===== src/rtl/note_sequencer_if.sv =====
// Pattern write port between the host interface and the note sequencer.
//
// Handshake: wr_en is a single-cycle strobe qualified by clk. There is no
// ready signal because the sequencer accepts a write on every edge where
// wr_en=1, whatever state it is in. wr_addr and wr_data only matter while
// wr_en=1. The host drives through the master modport and the sequencer
// listens through the slave modport.
interface note_sequencer_if #(
  parameter int STEPS = 8
);
  localparam int AW = $clog2(STEPS);

  logic          wr_en;
  logic [AW-1:0] wr_addr;
  logic [15:0]   wr_data;

  modport master (
    output wr_en,
    output wr_addr,
    output wr_data
  );

  modport slave (
    input wr_en,
    input wr_addr,
    input wr_data
  );
endinterface


===== src/rtl/note_sequencer.sv =====
// Note sequencer: plays a STEPS-entry pattern into the synth voice.
// Each step sets osc_count, holds trig for E whole ticks and latch_cfg for
// the first tick, and lasts L ticks. One tick is TICK_DIV clk cycles, which
// by default matches one clk_adsr period. Outputs are all registered.
module note_sequencer #(
  parameter  int STEPS    = 8,
  parameter  int TICK_DIV = 262144,
  localparam int AW       = $clog2(STEPS),
  localparam int TW       = (TICK_DIV > 1) ? $clog2(TICK_DIV) : 1
) (
  input  logic          clk,
  input  logic          arst,
  input  logic          run,
  input  logic [7:0]    step_len,
  input  logic [AW-1:0] last_step,
  note_sequencer_if.slave wr_bus,
  output logic [11:0]   osc_count,
  output logic          trig,
  output logic          latch_cfg,
  output logic [AW-1:0] step_idx,
  output logic          busy,
  output logic [1:0]    dbg_state
);

  typedef enum logic [1:0] {
    ST_IDLE = 2'd0,
    ST_GATE = 2'd1,
    ST_GAP  = 2'd2
  } state_t;

  localparam logic [TW-1:0] TICK_LAST = TW'(TICK_DIV - 1);

  // Registered state
  state_t        state_q,    state_d;
  logic [TW-1:0] tick_cnt_q, tick_cnt_d;
  logic [7:0]    tis_q,      tis_d;      // ticks elapsed in the current step
  logic [7:0]    len_q,      len_d;      // L captured at step entry
  logic [3:0]    gate_q,     gate_d;     // E captured at step entry
  logic [11:0]   osc_q,      osc_d;
  logic          trig_q,     trig_d;
  logic          latch_q,    latch_d;
  logic [AW-1:0] step_q,     step_d;

  logic [15:0]   ram_q [STEPS];

  // Step-entry helpers
  logic          tick;
  logic          step_end;
  logic [AW-1:0] next_step;
  logic [AW-1:0] entry_addr;
  logic [15:0]   entry_word;
  logic [3:0]    entry_g;
  logic [3:0]    entry_e;
  logic [7:0]    eff_len;
  logic [7:0]    len_m1;
  logic          do_entry;

  // Pattern RAM: cleared by reset, written whenever the strobe is high
  always_ff @(posedge clk or posedge arst) begin
    if (arst) begin
      for (int i = 0; i < STEPS; i++) begin
        ram_q[i] <= '0;
      end
    end else if (wr_bus.wr_en) begin
      ram_q[wr_bus.wr_addr] <= wr_bus.wr_data;
    end
  end

  // Tick strobe, step end, wrap and the entry word with write bypass
  always_comb begin
    tick      = (state_q != ST_IDLE) && (tick_cnt_q == TICK_LAST);
    step_end  = tick && (tis_q == (len_q - 8'd1));
    next_step = (step_q >= last_step) ? '0 : (step_q + AW'(1));

    // From IDLE we always start at step 0; otherwise the entry is the next step.
    entry_addr = (state_q == ST_IDLE) ? '0 : next_step;
    if (wr_bus.wr_en && (wr_bus.wr_addr == entry_addr)) begin
      entry_word = wr_bus.wr_data;
    end else begin
      entry_word = ram_q[entry_addr];
    end

    // L = max(step_len, 2); E = min(G, L-1) keeps one low tick before the next note.
    eff_len = (step_len < 8'd2) ? 8'd2 : step_len;
    len_m1  = eff_len - 8'd1;
    entry_g = entry_word[15:12];
    if ({4'b0000, entry_g} > len_m1) begin
      entry_e = len_m1[3:0];
    end else begin
      entry_e = entry_g;
    end
  end

  // Next-state and output logic for IDLE / GATE / GAP
  always_comb begin
    state_d    = state_q;
    tick_cnt_d = tick_cnt_q;
    tis_d      = tis_q;
    len_d      = len_q;
    gate_d     = gate_q;
    osc_d      = osc_q;
    trig_d     = trig_q;
    latch_d    = latch_q;
    step_d     = step_q;
    do_entry   = 1'b0;

    case (state_q)
      ST_IDLE: begin
        tick_cnt_d = '0;
        tis_d      = '0;
        if (run) begin
          do_entry = 1'b1;
        end
      end

      ST_GATE, ST_GAP: begin
        if (!run) begin
          // Stop wins over any tick or step end; osc_count and step_idx hold.
          state_d    = ST_IDLE;
          trig_d     = 1'b0;
          latch_d    = 1'b0;
          tick_cnt_d = '0;
          tis_d      = '0;
        end else if (tick) begin
          if (step_end) begin
            do_entry = 1'b1;
          end else begin
            tick_cnt_d = '0;
            tis_d      = tis_q + 8'd1;
            latch_d    = 1'b0;
            if ((state_q == ST_GATE) && ((tis_q + 8'd1) == {4'b0000, gate_q})) begin
              trig_d  = 1'b0;
              state_d = ST_GAP;
            end
          end
        end else begin
          tick_cnt_d = tick_cnt_q + TW'(1);
        end
      end

      default: begin
        state_d = ST_IDLE;
        trig_d  = 1'b0;
        latch_d = 1'b0;
      end
    endcase

    // Step entry restarts all timing and captures the step's parameters.
    if (do_entry) begin
      step_d     = entry_addr;
      osc_d      = entry_word[11:0];
      len_d      = eff_len;
      gate_d     = entry_e;
      tis_d      = '0;
      tick_cnt_d = '0;
      latch_d    = 1'b1;
      if (entry_e != 4'd0) begin
        state_d = ST_GATE;
        trig_d  = 1'b1;
      end else begin
        state_d = ST_GAP;
        trig_d  = 1'b0;
      end
    end
  end

  // State and output registers
  always_ff @(posedge clk or posedge arst) begin
    if (arst) begin
      state_q    <= ST_IDLE;
      tick_cnt_q <= '0;
      tis_q      <= '0;
      len_q      <= 8'd2;
      gate_q     <= '0;
      osc_q      <= '0;
      trig_q     <= 1'b0;
      latch_q    <= 1'b0;
      step_q     <= '0;
    end else begin
      state_q    <= state_d;
      tick_cnt_q <= tick_cnt_d;
      tis_q      <= tis_d;
      len_q      <= len_d;
      gate_q     <= gate_d;
      osc_q      <= osc_d;
      trig_q     <= trig_d;
      latch_q    <= latch_d;
      step_q     <= step_d;
    end
  end

  assign osc_count = osc_q;
  assign trig      = trig_q;
  assign latch_cfg = latch_q;
  assign step_idx  = step_q;
  assign busy      = (state_q != ST_IDLE);
  assign dbg_state = state_q;

endmodule


===== src/flat_wrapper.sv =====
// flat-port wrapper written by rule: the top's interface ports become plain ports
module note_sequencer_flat 
#(
  parameter  int STEPS    = 8,
  parameter  int TICK_DIV = 262144,
  localparam int AW       = $clog2(STEPS),
  localparam int TW       = (TICK_DIV > 1) ? $clog2(TICK_DIV) : 1
)
  (clk, arst, run, step_len, last_step, osc_count, trig, latch_cfg, step_idx, busy, dbg_state, wr_bus_wr_en, wr_bus_wr_addr, wr_bus_wr_data);
  note_sequencer_if #(.STEPS(STEPS)) wr_bus_i ();
  input  logic clk;
  input  logic arst;
  input  logic run;
  input  logic [7:0] step_len;
  input  logic [AW-1:0] last_step;
  output logic [11:0] osc_count;
  output logic trig;
  output logic latch_cfg;
  output logic [AW-1:0] step_idx;
  output logic busy;
  output logic [1:0] dbg_state;
  input wire logic [$bits(wr_bus_i.wr_en)-1:0] wr_bus_wr_en;
  input wire logic [$bits(wr_bus_i.wr_addr)-1:0] wr_bus_wr_addr;
  input wire logic [$bits(wr_bus_i.wr_data)-1:0] wr_bus_wr_data;
  assign wr_bus_i.wr_en = wr_bus_wr_en;
  assign wr_bus_i.wr_addr = wr_bus_wr_addr;
  assign wr_bus_i.wr_data = wr_bus_wr_data;
  note_sequencer #(.STEPS(STEPS), .TICK_DIV(TICK_DIV)) u_core (.clk(clk), .arst(arst), .run(run), .step_len(step_len), .last_step(last_step), .wr_bus(wr_bus_i), .osc_count(osc_count), .trig(trig), .latch_cfg(latch_cfg), .step_idx(step_idx), .busy(busy), .dbg_state(dbg_state));
endmodule

===== config.mk =====
export PLATFORM = sky130hd
export DESIGN_NAME = note_sequencer_flat
export DESIGN_NICKNAME = d
export VERILOG_FILES = /design/src/rtl/note_sequencer_if.sv /design/src/rtl/note_sequencer.sv /design/src/flat_wrapper.sv
export SDC_FILE = /design/constraint.sdc
export NUM_CORES = 1
export LEC_CHECK = 0
export CELL_PAD_IN_SITES_DETAIL_PLACEMENT = 0
export CELL_PAD_IN_SITES_GLOBAL_PLACEMENT = 2
export CORE_ASPECT_RATIO = 2
export CORE_MARGIN = 2
export CORE_UTILIZATION = 35
export CTS_CLUSTER_DIAMETER = 150
export DETAILED_ROUTE_END_ITERATION = 7
export GPL_TIMING_DRIVEN = 0
export PLACE_DENSITY = 0.82
export SLEW_MARGIN = 10
export SYNTH_ARGS = -nofsm -noshare
export SYNTH_HDL_FRONTEND = slang
export SYNTH_SLANG_ARGS = --single-unit

===== constraint.sdc =====
create_clock -name clk -period 9.2 [get_ports clk]
set_input_delay 0.92 -clock clk [delete_from_list [all_inputs] [get_ports clk]]
set_output_delay 0.92 -clock clk [all_outputs]
set_load 0.01 [all_outputs]

==> run_results.csv <==
group,metric,value,unit
clocking,cts_resized,0,
place,place.gp.congestion,0.803,
place,place_ws,2.48,ns
sta,final_critical_path_setup_slack,3.04,ns
sta,fin_crit,6.16,ns
setup_path,rr_startpoint,"u_core.step_idx[0]",
sta,finalHoldViolCount,0,
clocking,cts-root-buf,"clkbuf_16",
logic_synthesis,synth.top_cells.by_area,"dfrtp_1, mux2_2, nand2_1",
finish,stdcell_count,1344,
clocking,ctsLongestPathBuffers,2,
worst_hold_path,min_path_cells,2,
setup_path,worstRegToRegCells,19,
clocking,clock_sinks,184,
place,place_hpwl,19800,um
power_and_ir_drop,power.leakage,0.00458,uW
routing,1st_pass_router_iterations,5,
routing,drt-vias-per-instance,5.36,
logic_synthesis,ys_seq_area_share,48.7,%
logic_synthesis,synth.cells.most_frequent,"dfrtp_1, nand2_1, mux2_2, o21ai_0, nor2_1",
worst_hold_path,hold_path_class,"reg2reg",
die,die_y,236,um
worst_hold_path,hold_path_startpoint,"u_core.ram_q[78]",
sta,max_freq,162,MHz
setup_path,startpoint_type,"input pin",
grt,global_route_wire_length_before_repair,42900,um
setup_path,worst_setup_path_end_kind,"flip-flop",
sta,finalSetupTns,0,ns
setup_path,worstReg2RegEnd,"u_core.dbg_state[0]",
setup_path,critPathMaxFanout,10,
die,floorplan.core_area,26800,um^2
sta,clock-skew-final,0.0104,ns
sta,setup_repair_after_global_routing_missed_its_margin,"false",
power_and_ir_drop,powerDensity,288,nW/um^2
die,core.rowCount,85,
die,initial_utilization,35.3,%
setup_path,cp_cell_sequence,"clkdlybuf4s50_1 -> inv_1 -> ha_1 -> a211oi_1 -> o21a_1 -> a21oi_1 -> o211ai_1 -> buf_2 -> buf_1 -> nor2_1 -> nor2_1 -> ha_1 -> and4_1 -> nor4_1 -> and3_1 -> nand2_1 -> o21a_1 -> nor4_1 -> o21ai_0",
place,place.detailed.instances,1311,
job,max_cap_viol_count,0,
sta,setup_violations,0,
logic_synthesis,yosys_warnings,0,
routing,drt-wirelength-per-cell,20.3,um
grt,overflow,0,
grt,grt_use_total,20.0,%
logic_synthesis,post-synth-top-count-cell,"dfrtp_1",
routing,ant_nets,0,
clocking,path_clk_slew,0.07,ns
routing,via_count,7201,
clocking,insertion_delay,0.45,ns
routing,postRouteWirelength,27300,um
setup_path,register_to_register_setup_slack,3.40,ns
finish,layout_nets,1032,
logic_synthesis,proportion_of_synthesized_flip_flops_having_asynchronous_set_or_reset,100,%
logic_synthesis,synth_seq_cells,184,
sta,worst-slew-pin-transition,1.30,ns
logic_synthesis,synth.net_count,962,
routing,initialDrtViolationCount,392,
logic_synthesis,synth.lib_cells_used.distinct,65,
logic_synthesis,syn_avg_cell_area,10.4,um^2
logic_synthesis,postSynthCellCount,912,
finish,fillers,2706,
place,port_buffers,48,
logic_synthesis,synth_top_area_share,48.4,%
setup_path,worst_path_largest_cell_delay,0.57,ns
sta,min_period_over_period,66.9,%
clocking,tritoncts.num_buffers,17,
setup_path,worstPathRequired,9.51,ns
routing,drc,0,
logic_synthesis,cell_type_with_the_highest_aggregate_area_in_the_netlist,"dfrtp_1",
logic_synthesis,synth_edf_count,0,
logic_synthesis,syn-cell-area,9460,um^2
run_status,run_status,"finished clean",
clocking,cts_hold_buf,0,
logic_synthesis,yosys_most_used_dff,"dfrtp_1",
clocking,cts_htree_levels,4,
finish,drive_gt1_share,19.7,%
sta,max_slew_margin,12.9,%
sta,timing_max_transition_violations_final,0,
grt,grt_max_degree,109,
die,io_pins,54,
clocking,cts_setup_buffers,0,
die,die_x,120,um
setup_path,worstSetupPathType,"in2reg",
setup_path,critical_path.slowest_cell,"buf_1",
worst_hold_path,hold_end,"u_core.ram_q[78]",
power_and_ir_drop,worst_ir_drop_vdd,0.156,mV
die,die_area,28400,um^2
finish,flow.area_growth_from_synthesis,16.9,%
clocking,cts_tree,"yes",
grt,antenna_violations_before_repair,1,
grt,first_global_vias,7569,
setup_path,worstPathArrival,6.46,ns
-- final cells by class --
type | count | area (um^2) | share of cell area, %
plain buffers | 52 | 250 | 2.26
diodes | 1 | 2.50 | 0.0226
flip-flops and latches | 184 | 4610 | 41.7
multi-input cells | 659 | 4550 | 41.1
repair buffers | 51 | 523 | 4.73
clock buffers | 21 | 480 | 4.35
well taps | 348 | 435 | 3.94
clock inverters | 11 | 136 | 1.23
inverters | 17 | 71.3 | 0.645
-- flip-flops by register name (all words and copies together) (netlist names) --
signal / cells
u_core.tick_cnt_q: 18
u_core.len_q: 8
u_core.step_idx: 3
u_core.dbg_state: 2
u_core.gate_q: 4
u_core.osc_count: 12
u_core.latch_cfg: 1
u_core.tis_q: 8
u_core.ram_q: 128
-- cells in the final DEF, fill, tap and decap left out, drive strengths merged, types with 18 or more instances in the layout --
cell,netlist,final
dfrtp,183,183
nand2,152,152
mux2,136,136
o21ai,60,60
clkbuf,39,60
clkdlybuf4s50,0,48
nor2,45,45
nand3,43,43
a21oi,25,25
inv,17,20
a31oi,18,18
-- worst max-delay path: cells and delay by family --
kind / cells / cell delay, ns
compound gates: 6 / 1.80
simple gates: 7 / 1.69
buf+inv: 4 / 1.47
fa+ha+maj: 2 / 0.56
-- cells by family after synthesis --
| logic type | synth area share, % |
|---|---|
| DFF | 48.7 |
| xor gates and xnor gates | 1.57 |
| AOI/OAI and AO/OA | 11.8 |
| muxes | 17.4 |
| adders and majority gates | 2.12 |
| buffers and inverters | 3.32 |
| and+or+nand+nor | 15.0 |
-- worst max-delay path by stage --
stage / start / to / depth (start not counted)
2_1_floorplan: arst / u_core.dbg_state[0] / 1
3_3_place_gp: arst / u_core.osc_count[10] / 2
3_5_place_dp: last_step[2] / u_core.dbg_state[0] / 19
4_1_cts: last_step[2] / u_core.dbg_state[0] / 19
5_1_grt: last_step[2] / u_core.dbg_state[0] / 19
6_report: last_step[2] / u_core.dbg_state[0] / 19
-- per-stage QoR --
step / total power [uW] / hold WS, ns / utilization, % / area (um^2)
finish: 3190 / 0.483 / 41.2 / 11100
global route: 3390 / 0.508 / 41.2 / 11100
CTS: 3220 / 0.485 / 41.2 / 11100
detailed placement: 2450 / 0.469 / 38.9 / 10400
global placement: 2420 / 0.459 / 38.7 / 10400
floorplan: 1970 / 0.444 / - / 9460
-- metal layers --
| layer | GRT usage, % | wire, um | up-vias |
|---|---|---|---|
| li1 | - | - | 3399 |
| met1 | 20.1 | 9730 | 3576 |
| met2 | 38.0 | 15300 | 155 |
| met3 | 3.42 | 766 | 71 |
| met4 | 11.1 | 1490 | 0 |
| met5 | 0 | 0 | - |
-- power breakdown --
group          total, uW  switching, uW  internal, uW  leakage [uW]
Combinational       1300            755           547       0.00202
Clock                769            335           433      0.000290
Sequential          1110            113          1000       0.00227
Total               3190           1200          1980       0.00458
(Power assumes the default switching activity.)
